`src/rtl/axis_fifo.sv`:
```
// axis_fifo: AXI-stream FIFO with first-word-fall-through output, registered level and almost-full/empty flags.
module axis_fifo #(
  parameter int WIDTH = 24,
  parameter int DEPTH = 16,
  parameter int AFULL_THRESH = DEPTH - 2,
  parameter int AEMPTY_THRESH = 2,
  localparam int AW = $clog2(DEPTH)
) (
  input  logic             clk,
  input  logic             rst,
  input  logic [WIDTH-1:0] s_data,
  input  logic             s_vld,
  output logic             s_rdy,
  output logic [WIDTH-1:0] m_data,
  output logic             m_vld,
  input  logic             m_rdy,
  output logic [AW:0]      level,
  output logic             almost_full,
  output logic             almost_empty
);
  localparam logic [AW:0] L_AF = (AW+1)'(AFULL_THRESH);
  localparam logic [AW:0] L_AE = (AW+1)'(AEMPTY_THRESH);
  localparam logic [AW:0] L_FULL = (AW+1)'(DEPTH);
  if (DEPTH < 2 || (DEPTH & (DEPTH - 1)) != 0) begin : g_bad_depth
    $error("axis_fifo: DEPTH must be a power of 2 and >= 2");
  end
  logic [WIDTH-1:0] r_mem [DEPTH];
  logic [AW:0] r_wr, r_rd, r_level, w_level_n;
  logic r_s_rdy, r_af, r_ae, w_push, w_pop;
  assign w_push = s_vld & r_s_rdy;
  assign w_pop = m_vld & m_rdy;
  assign w_level_n = r_level + (AW+1)'(w_push) - (AW+1)'(w_pop);
  assign m_vld = r_wr != r_rd;
  assign m_data = r_mem[r_rd[AW-1:0]];
  assign s_rdy = r_s_rdy;
  assign level = r_level;
  assign almost_full = r_af;
  assign almost_empty = r_ae;
  always_ff @(posedge clk) begin
    if (w_push) r_mem[r_wr[AW-1:0]] <= s_data;
  end
  // s_rdy is computed from the next level so a pop on a full FIFO reopens the input one cycle later.
  always_ff @(posedge clk) begin
    if (rst) begin
      r_wr <= '0;
      r_rd <= '0;
      r_level <= '0;
      r_s_rdy <= 1'b0;
      r_af <= 1'b0;
      r_ae <= 1'b1;
    end else begin
      r_wr <= r_wr + (AW+1)'(w_push);
      r_rd <= r_rd + (AW+1)'(w_pop);
      r_level <= w_level_n;
      r_s_rdy <= w_level_n != L_FULL;
      r_af <= w_level_n >= L_AF;
      r_ae <= w_level_n <= L_AE;
    end
  end
endmodule
```
`config.mk`:
```
export PLATFORM = sky130hd
export DESIGN_NAME = axis_fifo
export DESIGN_NICKNAME = d
export VERILOG_FILES = /design/src/rtl/axis_fifo.sv
export SDC_FILE = /design/constraint.sdc
export NUM_CORES = 1
export LEC_CHECK = 0
export BUFFER_PORTS_ARGS = -buffer_cell sky130_fd_sc_hd__buf_2
export CAP_MARGIN = 20
export CORE_MARGIN = 4
export CORE_UTILIZATION = 40
export DETAILED_ROUTE_END_ITERATION = 10
export PLACE_DENSITY = 0.57
export SETUP_SLACK_MARGIN = 0.3
export SKIP_LAST_GASP = 1
export SLEW_MARGIN = 5
export SYNTH_ARGS = -nofsm -noshare
export SYNTH_HDL_FRONTEND = slang
export SYNTH_SLANG_ARGS = --single-unit
```
`constraint.sdc`:
```
create_clock -name clk -period 6.4 [get_ports clk]
set_input_delay 1.28 -clock clk [delete_from_list [all_inputs] [get_ports clk]]
set_output_delay 1.28 -clock clk [all_outputs]
set_load 0.03 [all_outputs]
```
==> summary.md, run 1 <==
| Metric | Value |
|---|---|
| MaxCap Viol Count | 0 |
| Vias in the first global route | 7620 |
| Fin crit period | 4400 ps |
| Skew final | 10.3 ps |
| Syn_nets | 764 |
| Fin. Hold Viols | 0 |
| Synth Warn # | 0 |
| Commonest non-fill, non-tap cell in the layout | edfxtp_1 |
| Worst R2R Setup Slack | 2600 ps |
| GRT Residual Overflow | 0 |
| Non-Filler Instances | 1362 |
| PortBufs | 60 |
| Crit path required time | 5120 ps |
| Final Slew Violations | 0 |
| Setup Fix Bufs, Post-CTS | 0 |
| Unrepaired setup endpoints after global routing | no |
| Peak supply drop | 0.257 mV |
| Post-synthesis sequential area ratio | 0.757 |
| Vias/cell | 5.33 |
| PnR worst setup slack | 2000 ps |
| Synthesized instance count | 726 |
| Worst-margin pin slew | 1010 ps |
| Share of cells above drive strength 1 | 0.336 |
| Initial Util | 0.405 |
| Iter 0 DRT Violations | 576 |
| CTS tree | done |
| Layout area overhead | 14.5% |
| DRC viols | 0 |
| DP HPWL | 17800 microns |
| #FFs+latches synth | 402 |
| CP Cell Sequence | buf_4 > mux4_2 > nor2b_1 > a211oi_2 > a21oi_1 > buf_2 |
| Clock Path Buffers | 3 |
| Multi-input gate area | 0.00358 sq mm |
| Hold-fix buffers, CTS | 0 |
| Fin crit share | 0.687 |
| Min-delay worst type | flop to flop |
| Crit path DAT | 3120 ps |
| Total Nets Final | 850 |
| CP Capture Type | output port |
| Pre-CTS setup slack | 2550 ps |
| Worst setup SP type | flop |
| Final Routed Wirelength | 32900 microns |
| Detailed-route via count | 7260 |
| Status | finished, final reports clean |
| First-pass GRT wire length | 49500 microns |
| Die X | 206 microns |
| Setup TNS | 0 ps |
| Worst-Skew Late Latency | 530 ps |
| # fillers | 3250 |
| Initial antenna violation count | 1 |
| Worst Path Class, Setup | flop to output port |
| Clock Sinks | 402 |
| CTS root buf | clkbuf_16 |
| Ports | 61 |
| Worst-path fanout max | 53 |
| Placer Congestion | 0.708 |
| WHS | 544 ps |
| Cell Area, Synth | 0.0157 sq mm |
| Unique cell type count in the Yosys netlist | 31 |
| Total CTS buffers | 41 |
| # resized after CTS | 0 |
| CP max stage cell | dfxtp_4 |
| Flip-flop and latch area | 0.0119 sq mm |
| Pin count of the biggest net entering global routing | 54 |
| Max stage delay on crit path | 1010 ps |
| FP Rows | 72 |
| Leakage | 0.00563 uW |
| F_max | 0.227 GHz |
| H-tree depth | 2 |
| Die Area | 0.0425 sq mm |
| 1st-pass router iterations | 4 |
| Rel. slew slack | 0.325 |
| Post-Route Utilization | 0.464 |
| Dpl cells | 1287 |
| Count of final setup violators | 0 |
| Clock slew at reported path FFs | 60 ps |
| Routed Antenna Nets | 0 |
| Gr usage total | 0.158 |
| Pwr dens | 381 mW/mm^2 |
| Wire per inst | 24.1 microns |
| Core ar. | 0.0387 sq mm |
| Mean Syn Cell Area | 21.6 sq um |
| Most frequent cells in the layout | edfxtp_1, mux4_2, buf_2, clkbuf_16, nor2b_1 |
| Die height | 206 microns |
[kinds of logic (layout without fill, tap and decap cells)]
logic type / Yosys count / after routing / synth area share
DFF: 402 / 402 / 0.757
muxes: 120 / 120 / 0.153
and+or+nand+nor: 76 / 76 / 0.0253
AOI/OAI and AO/OA: 56 / 56 / 0.0300
buffers and inverters: 48 / 165 / 0.0179
xor gates and xnor gates: 14 / 14 / 0.00781
adders and majority gates: 10 / 10 / 0.00845
other: 0 / 1 / 0
[per-stage QoR]
step                      total power, uW  area (sq um)
after global placement               4560         16600
after global routing                 7170         18000
after floorplan                      4290         15700
after detailed placement             4600         16600
after CTS                            6950         18000
final                                6850         18000
[area by class of cell]
| class | count | area share |
|---|---|---|
| Sequential cell | 402 | 0.662 |
| Multi-Input combinational cell | 276 | 0.199 |
| Clock buffer | 49 | 0.0611 |
| Tap cell | 518 | 0.0361 |
| Timing Repair Buffer | 84 | 0.0274 |
| Clock inverter | 25 | 0.0126 |
| Inverter | 7 | 0.00146 |
| Antenna cell | 1 | 0.000139 |
[report_power, final]
part	leakage [uW]	internal [uW]	switching, uW
clock network	0.000658	1390	948
logic	0.00136	677	788
registers	0.00361	2970	82.2
total	0.00563	5030	1820
[registers in the layout, indices dropped and copies added (netlist names)]
signal and cells:
r_rd 5, almost_full 1, r_wr 5, r_mem 384, almost_empty 1, s_rdy 1
level 5
[cells in the mapped netlist]
cell	n	area share
or3_1	1	0.00040
buf_2	9	0.0029
nand3b_1	1	0.00048
nor3_1	6	0.0019
buf_8	2	0.0019
mux2i_1	24	0.015
buf_6	6	0.0043
nand2_1	4	0.00096
xor2_1	8	0.0045
and2_1	2	0.00080
a21oi_1	27	0.0086
nand2b_1	2	0.00080
edfxtp_1	384	0.73
buf_1	2	0.00048
clkbuf_1	16	0.0038
dfxtp_1	18	0.023
and3_1	1	0.00040
buf_4	5	0.0024
a21o_1	3	0.0014
a211oi_1	2	0.00096
nor2_1	21	0.0050
xnor2_1	6	0.0033
a211oi_2	23	0.018
nor2b_1	31	0.012
o41a_1	1	0.00072
clkbuf_4	1	0.00048
ha_1	9	0.0072
fa_1	1	0.0013
mux4_2	96	0.14
nand3_1	7	0.0022
inv_1	7	0.0017
[critical path: cells and delay by family (launching register included)]
kind                   cells  cell delay, ps
buffers and inverters      2             740
AO/OA/AOI/OAI              2             300
multiplexers               1             360
AND/OR/NAND/NOR            1             150
flip-flops                 1            1010
[worst paths after layout]
| check | start | endpoint | depth (start not counted) |
|---|---|---|---|
| worst max-delay path | r_rd[2]$_SDFF_PP0_ | m_data[0] | 6 |
| worst min-delay path | r_wr[4]$_SDFF_PP0_ | r_wr[4]$_SDFF_PP0_ | 2 |
| worst max register to register | r_rd[2]$_SDFF_PP0_ | almost_empty$_SDFF_PP1_ | 12 |
| worst min register to register | r_wr[4]$_SDFF_PP0_ | r_wr[4]$_SDFF_PP0_ | 2 |
[layer usage]
layer / global-route usage / part of all wire / up-vias
met4: 0.0378 / 0.016 / 0
met2: 0.261 / 0.50 / 175
met3: 0.0315 / 0.051 / 43
met5: 0 / 0 / -
li1: - / - / 3167
met1: 0.218 / 0.43 / 3875
(Power assumes the default switching activity.)
==> run 2, diff against run 1 <==
--- a/config.mk
+++ b/config.mk
@@ -10,7 +10,7 @@
 export CORE_MARGIN = 4
 export CORE_UTILIZATION = 40
 export DETAILED_ROUTE_END_ITERATION = 10
-export PLACE_DENSITY = 0.57
+export PLACE_DENSITY = 0.59
 export SETUP_SLACK_MARGIN = 0.3
 export SKIP_LAST_GASP = 1
 export SLEW_MARGIN = 5
==> constraint.sdc (replaced) <==
create_clock -name clk -period 3.57 [get_ports clk]
set_input_delay 0.714 -clock clk [delete_from_list [all_inputs] [get_ports clk]]
set_output_delay 0.714 -clock clk [all_outputs]
set_load 0.03 [all_outputs]
==> run 2 against run 1 <==
Clock power up 82%. Core utilization up 1.2 points. Setup slack worse by 1600 ps. Clock skew up 2.1 ps. First-iteration DRC count up 7.6%. Non-clock buffer count up 19. Sequential share of layout area down 1.7 points. Critical path type unchanged. Largest cell class unchanged.
==> summary.md, run 2 (same netlist as run 1, synthesis figures left out) <==
| Metric | Value |
|---|---|
| Final Slew Violations | 0 (unchanged) |
| Gr usage total | 0.157 (-0.00110) |
| Largest delay share family, worst path | buffers and inverters |
| CTS root buf | clkbuf_16 |
| MaxCap Viol Count | 0 (unchanged) |
| DP HPWL | 17800 microns (+0.13%) |
| PortBufs | 60 (unchanged) |
| # fillers | 3204 (-1.4%) |
| Worst-path fanout max | 12 (-77%) |
| 1st-pass router iterations | 7 (+3) |
| Fin crit share | 0.893 |
| First-pass GRT wire length | 49100 microns (-0.82%) |
| Met2 Usage GRT | 0.253 (-0.00787) |
| Met1 Resource Use GR | 0.222 (+0.00432) |
| Hold EP | r_wr[4]$_SDFF_PP0_ |
| CP Cell Sequence | buf_16 > buf_12 > mux4_2 > nor2b_1 > a211oi_2 > a21oi_1 > buf_4 |
| Peak supply drop | 0.511 mV (+99%) |
| Clock Sinks | 402 (unchanged) |
| Worst R2R Setup Slack | 590 ps (-2010 ps) |
| Final Routed Wirelength | 32600 microns (-0.73%) |
| Core ar. | 0.0387 sq mm (unchanged) |
| Status | finished, final reports clean |
| Hold Startpoint | r_wr[4]$_SDFF_PP0_ |
| Setup TNS | 0 ps (unchanged) |
| Pwr dens | 683 mW/mm^2 (+79%) |
| Worst-Skew Late Latency | 530 ps (about the same) |
| Clock Path Buffers | 3 (unchanged) |
| RR Endpoint | s_rdy$_SDFF_PP0_ |
| R2R Path Start | r_wr[0]$_SDFF_PP0_ |
| Iter 0 DRT Violations | 620 (+7.6%) |
| Post-route cell area | 0.0185 sq mm (+2.7%) |
| Vias/cell | 5.25 (-1.5%) |
| Hold Path Depth | 2 (unchanged) |
| Wire per inst | 23.5 microns (-2.4%) |
| Post-Route Utilization | 0.477 (+0.0125) |
| Most frequent cells in the layout | edfxtp_1, mux4_2, buf_2, clkbuf_16, buf_4 |
| Routed Antenna Nets | 0 (unchanged) |
| Initial antenna violation count | 2 (+1) |
| F_max | 0.314 GHz |
| Placer Congestion | 0.727 (+2.7%) |
| Flip-flop and latch area | 0.0119 sq mm (unchanged) |
| Crit path DAT | 2480 ps (-640 ps) |
| Crit path required time | 2860 ps (-2260 ps) |
| DRC viols | 0 (unchanged) |
| GR peak layer | met2 |
| Leakage | 0.00581 uW (+3.1%) |
| Fin crit period | 3190 ps |
| Count of final setup violators | 0 (unchanged) |
| Die X | 206 microns (unchanged) |
| Die Area | 0.0425 sq mm (unchanged) |
| Fin. Hold Viols | 0 (unchanged) |
| Rel. slew slack | 0.402 (+0.0765) |
| CP max stage cell | mux4_2 |
| R2R depth | 11 (-1) |
| Met3 GRT Util | 0.0287 (-0.00282) |
| Skew final | 12.4 ps (+2.10 ps) |
| Commonest non-fill, non-tap cell in the layout | edfxtp_1 |
| Pin count of the biggest net entering global routing | 99 (+83%) |
| Worst Path Class, Setup | flop to output port |
| Layout area overhead | 17.6% |
| Non-Filler Instances | 1386 (+1.8%) |
| Dpl cell area | 0.0169 sq mm (+1.4%) |
| Share of cells above drive strength 1 | 0.344 (+0.00801) |
| Clock slew at reported path FFs | 50 ps (about the same) |
| H-tree depth | 2 (unchanged) |
| Vias in the first global route | 7680 (+0.79%) |
| Min-delay worst type | flop to flop |
| GRT Residual Overflow | 0 (unchanged) |
| Largest register FFs | 384 (unchanged) |
| Worst setup SP type | flop |
| Worst-margin pin slew | 897 ps (-115 ps) |
| Initial Util | 0.405 (unchanged) |
| FP Rows | 72 (unchanged) |
| Unrepaired setup endpoints after global routing | yes |
| Crit path buffers/inverters | 3 (+1) |
| Total Nets Final | 871 (+2.5%) |
| Multi-input gate area | 0.00364 sq mm (+1.9%) |
| Dpl cells | 1297 (+0.78%) |
| CP Capture Type | output port |
| CTS tree | done |
| Hold-fix buffers, CTS | 0 (unchanged) |
| Max stage delay on crit path | 490 ps (-520 ps) |
| Total CTS buffers | 43 (+4.9%) |
| Detailed-route via count | 7276 (+0.22%) |
| Die height | 206 microns (unchanged) |
| Ports | 61 (unchanged) |
==> run 2: worst max path at each step <==
stage | start | endpoint | slack, ps | cells after the start
final | r_rd[0]$_SDFF_PP0_ | m_data[2] | 380 | 7
after global routing | r_rd[0]$_SDFF_PP0_ | m_data[2] | 240 | 7
after CTS | r_rd[0]$_SDFF_PP0_ | m_data[16] | 270 | 7
after detailed placement | r_wr[0]$_SDFF_PP0_ | s_rdy$_SDFF_PP0_ | 580 | 11
after global placement | r_wr[0]$_SDFF_PP0_ | s_rdy$_SDFF_PP0_ | 700 | 11
after floorplan | r_rd[0]$_SDFF_PP0_ | s_rdy$_SDFF_PP0_ | 300 | 14
==> run 2: what timing repair did <==
| item | CTS | global route |
|---|---|---|
| endpoints found under the setup margin | 17 | 18 |
| pin swaps | 0 | 0 |
| setup buffers | 0 | 7 |
| cloned | 2 | 0 |
| endpoints found under the hold margin | 0 | 0 |
| resized for setup | 11 | 20 |
==> run 2: power by group <==
part	internal [uW]	total [uW]	switching, uW
registers	5320	5400	82.2
clock network	2540	4240	1700
logic	1420	2970	1550
==> run 2: worst reg2reg max path, stage by stage (launching register included) <==
cell and delay (ps):
dfxtp_1 570, xor2_1 150, nor3_1 220, nand3_1 130, and2_1 200, ha_1 270
inv_1 40, ha_1 200, fa_1 440, xnor2_1 250, nand2_1 80, o41a_1 320
==> run 2: layout make-up <==
class,count,share of cell area
multi-input cells,276,0.197
well taps,518,0.0351
flip-flops and latches,402,0.645
inverters,7,0.00142
clock inverters,20,0.00881
diodes,1,0.000136
repair buffers,103,0.0479
clock buffers,59,0.0644
==> run 2: per-stage QoR <==
stage	hold slack [ps]	power (uW)	worst slack (ps)
3_3_place_gp	516	8320	702
4_1_cts	518	12700	265
5_1_grt	544	13200	237
3_5_place_dp	527	8340	577
2_1_floorplan	498	7680	304
6_report	539	12600	380
==> run 2: layer usage <==
layer / wire length (microns) / vias up
met5: 17 / -
met4: 644 / 4
met3: 1560 / 53
met2: 15900 / 157
met1: 14500 / 3840
li1: - / 3222
==> run 3, diff against run 2 <==
==> constraint.sdc (replaced) <==
create_clock -name clk -period 3.57 [get_ports clk]
set_input_delay 0 -clock clk [delete_from_list [all_inputs] [get_ports clk]]
set_output_delay 0 -clock clk [all_outputs]
set_load 0.03 [all_outputs]
==> run 3 against run 2 <==
Die area did not move. Critical path depth fell by 1. Worst hold slack worse by 490 ps. Total power fell by 0.92%. Flip-flop and latch count unchanged. Highest routed layer is now met4.
==> summary.md, run 3 (same netlist as run 1, synthesis figures left out) <==
| Metric | Value |
|---|---|
| Iter 0 DRT Violations | 544 (-12%) |
| DP HPWL | 17000 microns (-4.9%) |
| Leakage | 0.00577 uW (-0.69%) |
| Setup Fix Bufs, Post-CTS | 0 (unchanged) |
| Clock Path Buffers | 3 (unchanged) |
| Crit path required time | 3570 ps (+710 ps) |
| Core ar. | 0.0387 sq mm (unchanged) |
| Unrepaired setup endpoints after global routing | no |
| Setup TNS | 0 ps (unchanged) |
| Switching power | 3230 uW (-2.8%) |
| Rel. slew slack | 0.341 (-0.0606) |
| CP Capture Type | output port |
| FP Rows | 72 (unchanged) |
| CTS tree | done |
| F_max | 0.341 GHz (+8.6%) |
| Commonest non-fill, non-tap cell in the layout | edfxtp_1 |
| Sequential Power Share | 0.431 (+0.002) |
| DRC viols | 0 (unchanged) |
| First-pass GRT wire length | 48600 microns (-0.96%) |
| Die Area | 0.0425 sq mm (unchanged) |
| R2R Path Start | r_wr[1]$_SDFF_PP0_ |
| Worst-Skew Late Latency | 530 ps (about the same) |
| Combinational share of power | 0.216 (-0.019) |
| 1st-pass router iterations | 4 (-3) |
| Min-delay worst type | input port to flop |
| Initial antenna violation count | 0 (-2) |
| Worst Setup SP | r_rd[0]$_SDFF_PP0_ |
| Metal-1 WL | 14600 microns (+0.48%) |
| Final Routed Wirelength | 31800 microns (-2.6%) |
| Skew final | 17.1 ps (+4.72 ps) |
| Peak supply drop | 0.610 mV (+19%) |
| Placer Congestion | 0.718 (-1.1%) |
| Count of final setup violators | 0 (unchanged) |
| Pin count of the biggest net entering global routing | 98 (-1.0%) |
| GRT Residual Overflow | 0 (unchanged) |
| Die height | 206 microns (unchanged) |
| PortBufs | 60 (unchanged) |
| Fin. Hold Viols | 0 (unchanged) |
| Status | finished, final reports clean |
| Total CTS buffers | 41 (-4.7%) |
| Initial Util | 0.405 (unchanged) |
| Detailed-route via count | 7238 (-0.52%) |
| Clock Sinks | 402 (unchanged) |
| Worst-path fanout max | 97 (+85) |
| Routed Antenna Nets | 0 (unchanged) |
| H-tree depth | 2 (unchanged) |
| Total Nets Final | 876 (+0.57%) |
| Pwr dens | 680 mW/mm^2 (-0.45%) |
| Ports | 61 (unchanged) |
| Gr usage total | 0.153 (-0.00419) |
| Layout area overhead | 17.0% |
| Worst Path Class, Setup | flop to output port |
| Worst-margin pin slew | 986 ps (+88.6 ps) |
| MaxCap Viol Count | 0 (unchanged) |
| Sw Share | 0.259 (-0.00509) |
| Met3 WL | 1740 microns (+11%) |
| Final Slew Violations | 0 (unchanged) |
| Crit path DAT | 2940 ps (+460 ps) |
| Vias/cell | 5.21 (-0.74%) |
| CTS root buf | clkbuf_16 |
| Vias in the first global route | 7780 (+1.3%) |
| Die X | 206 microns (unchanged) |
| Fin crit share | 0.822 (-0.0711) |
| Worst setup SP type | flop |
| Largest register FFs | 384 (unchanged) |
| Clock slew at reported path FFs | 60 ps (about the same) |
| Post-Route Utilization | 0.474 (-0.00226) |
| Power share of the clock group | 0.352 (+0.016) |
| Most frequent cells in the layout | edfxtp_1, mux4_2, buf_2, clkbuf_16, nor2b_1 |
| Top routing layer in use | met4 |
| Share of cells above drive strength 1 | 0.321 (-0.0222) |
| Antenna fix cells | 0 (-1) |
| # fillers | 3267 (+2.0%) |
| Hold Startpoint | s_vld |
| Met2 wire length | 15100 microns (-5.1%) |
| Fin crit period | 2940 ps (-254 ps) |
| Power Internal | 9260 uW (-0.24%) |
| Wire per inst | 22.9 microns (-2.8%) |
run 3: changes by cell type in the layout (fill, tap and decap cells not counted), moves of 2 or more:
cell and delta:
dlygate4sd3_1 +26, buf_4 -11, buf_12 -9, buf_2 +8, bufinv_16 +4, clkinv_1 -4
buf_16 -2, buf_8 -2, bufbuf_16 -2, clkbuf_16 -2
run 3: final timing paths:
path,endpoint,slack [ps],cells past startpoint
setup / recovery,m_data[17],630,6
hold / removal,r_wr[0]$_SDFF_PP0_,50,5
setup reg to reg,s_rdy$_SDFF_PP0_,660,11
hold reg to reg,r_rd[4]$_SDFF_PP0_,530,2
run 3: cell type report:
class | instances | area [sq um] | area share
Tap cell | 518 | 648 | 0.0353
Clock buffer | 56 | 1120 | 0.0612
Sequential cell | 402 | 11900 | 0.648
Inverter | 7 | 26.3 | 0.00143
Clock inverter | 20 | 272 | 0.0148
Timing Repair Buffer | 110 | 761 | 0.0414
Multi-Input combinational cell | 276 | 3640 | 0.198
run 3: routing by layer:
| metal | vias to the layer above | GRT usage |
|---|---|---|
| met5 | - | 0 |
| met4 | 0 | 0.0307 |
| met3 | 33 | 0.0271 |
| met2 | 148 | 0.242 |
| met1 | 3838 | 0.225 |
| li1 | 3219 | - |
run 3: worst max-delay path: stages, from the launching register on:
cell	delay (ps)
dfxtp_4	360
buf_12	560
mux4_2	590
nor2b_1	150
a211oi_2	230
a21oi_1	100
buf_2	250
run 3: what timing repair did:
| action | CTS | global route |
|---|---|---|
| hold endpoints to repair | 401 | 0 |
| pin swaps | 0 | 0 |
| cloned | 0 | 0 |
| hold buffers | 26 | 0 |
| setup endpoints to repair | 3 | 1 |
| resized for setup | 1 | 1 |
run 3: through the flow:
stage | setup WS (ps) | instance area [sq um] | total power, uW | std cells | hold WS (ps)
after floorplan | 305 | 15700 | 7680 | 726 | 71.6
after global placement | 719 | 16700 | 8220 | 1287 | 355
after detailed placement | 682 | 16700 | 8230 | 1287 | 365
after CTS | 470 | 18400 | 12700 | 1389 | 41.3
after global routing | 389 | 18400 | 13100 | 1389 | 140
final | 634 | 18400 | 12500 | 1389 | 54.4
run 3: power groups by stage:
stage / sequential, uW / combinational (uW) / clock (uW)
floorplan: 5530 / 2150 / 0
finish: 5380 / 2700 / 4400
global placement: 5480 / 2740 / 0
global route: 5390 / 2990 / 4710
CTS: 5380 / 2790 / 4510
detailed placement: 5480 / 2750 / 0
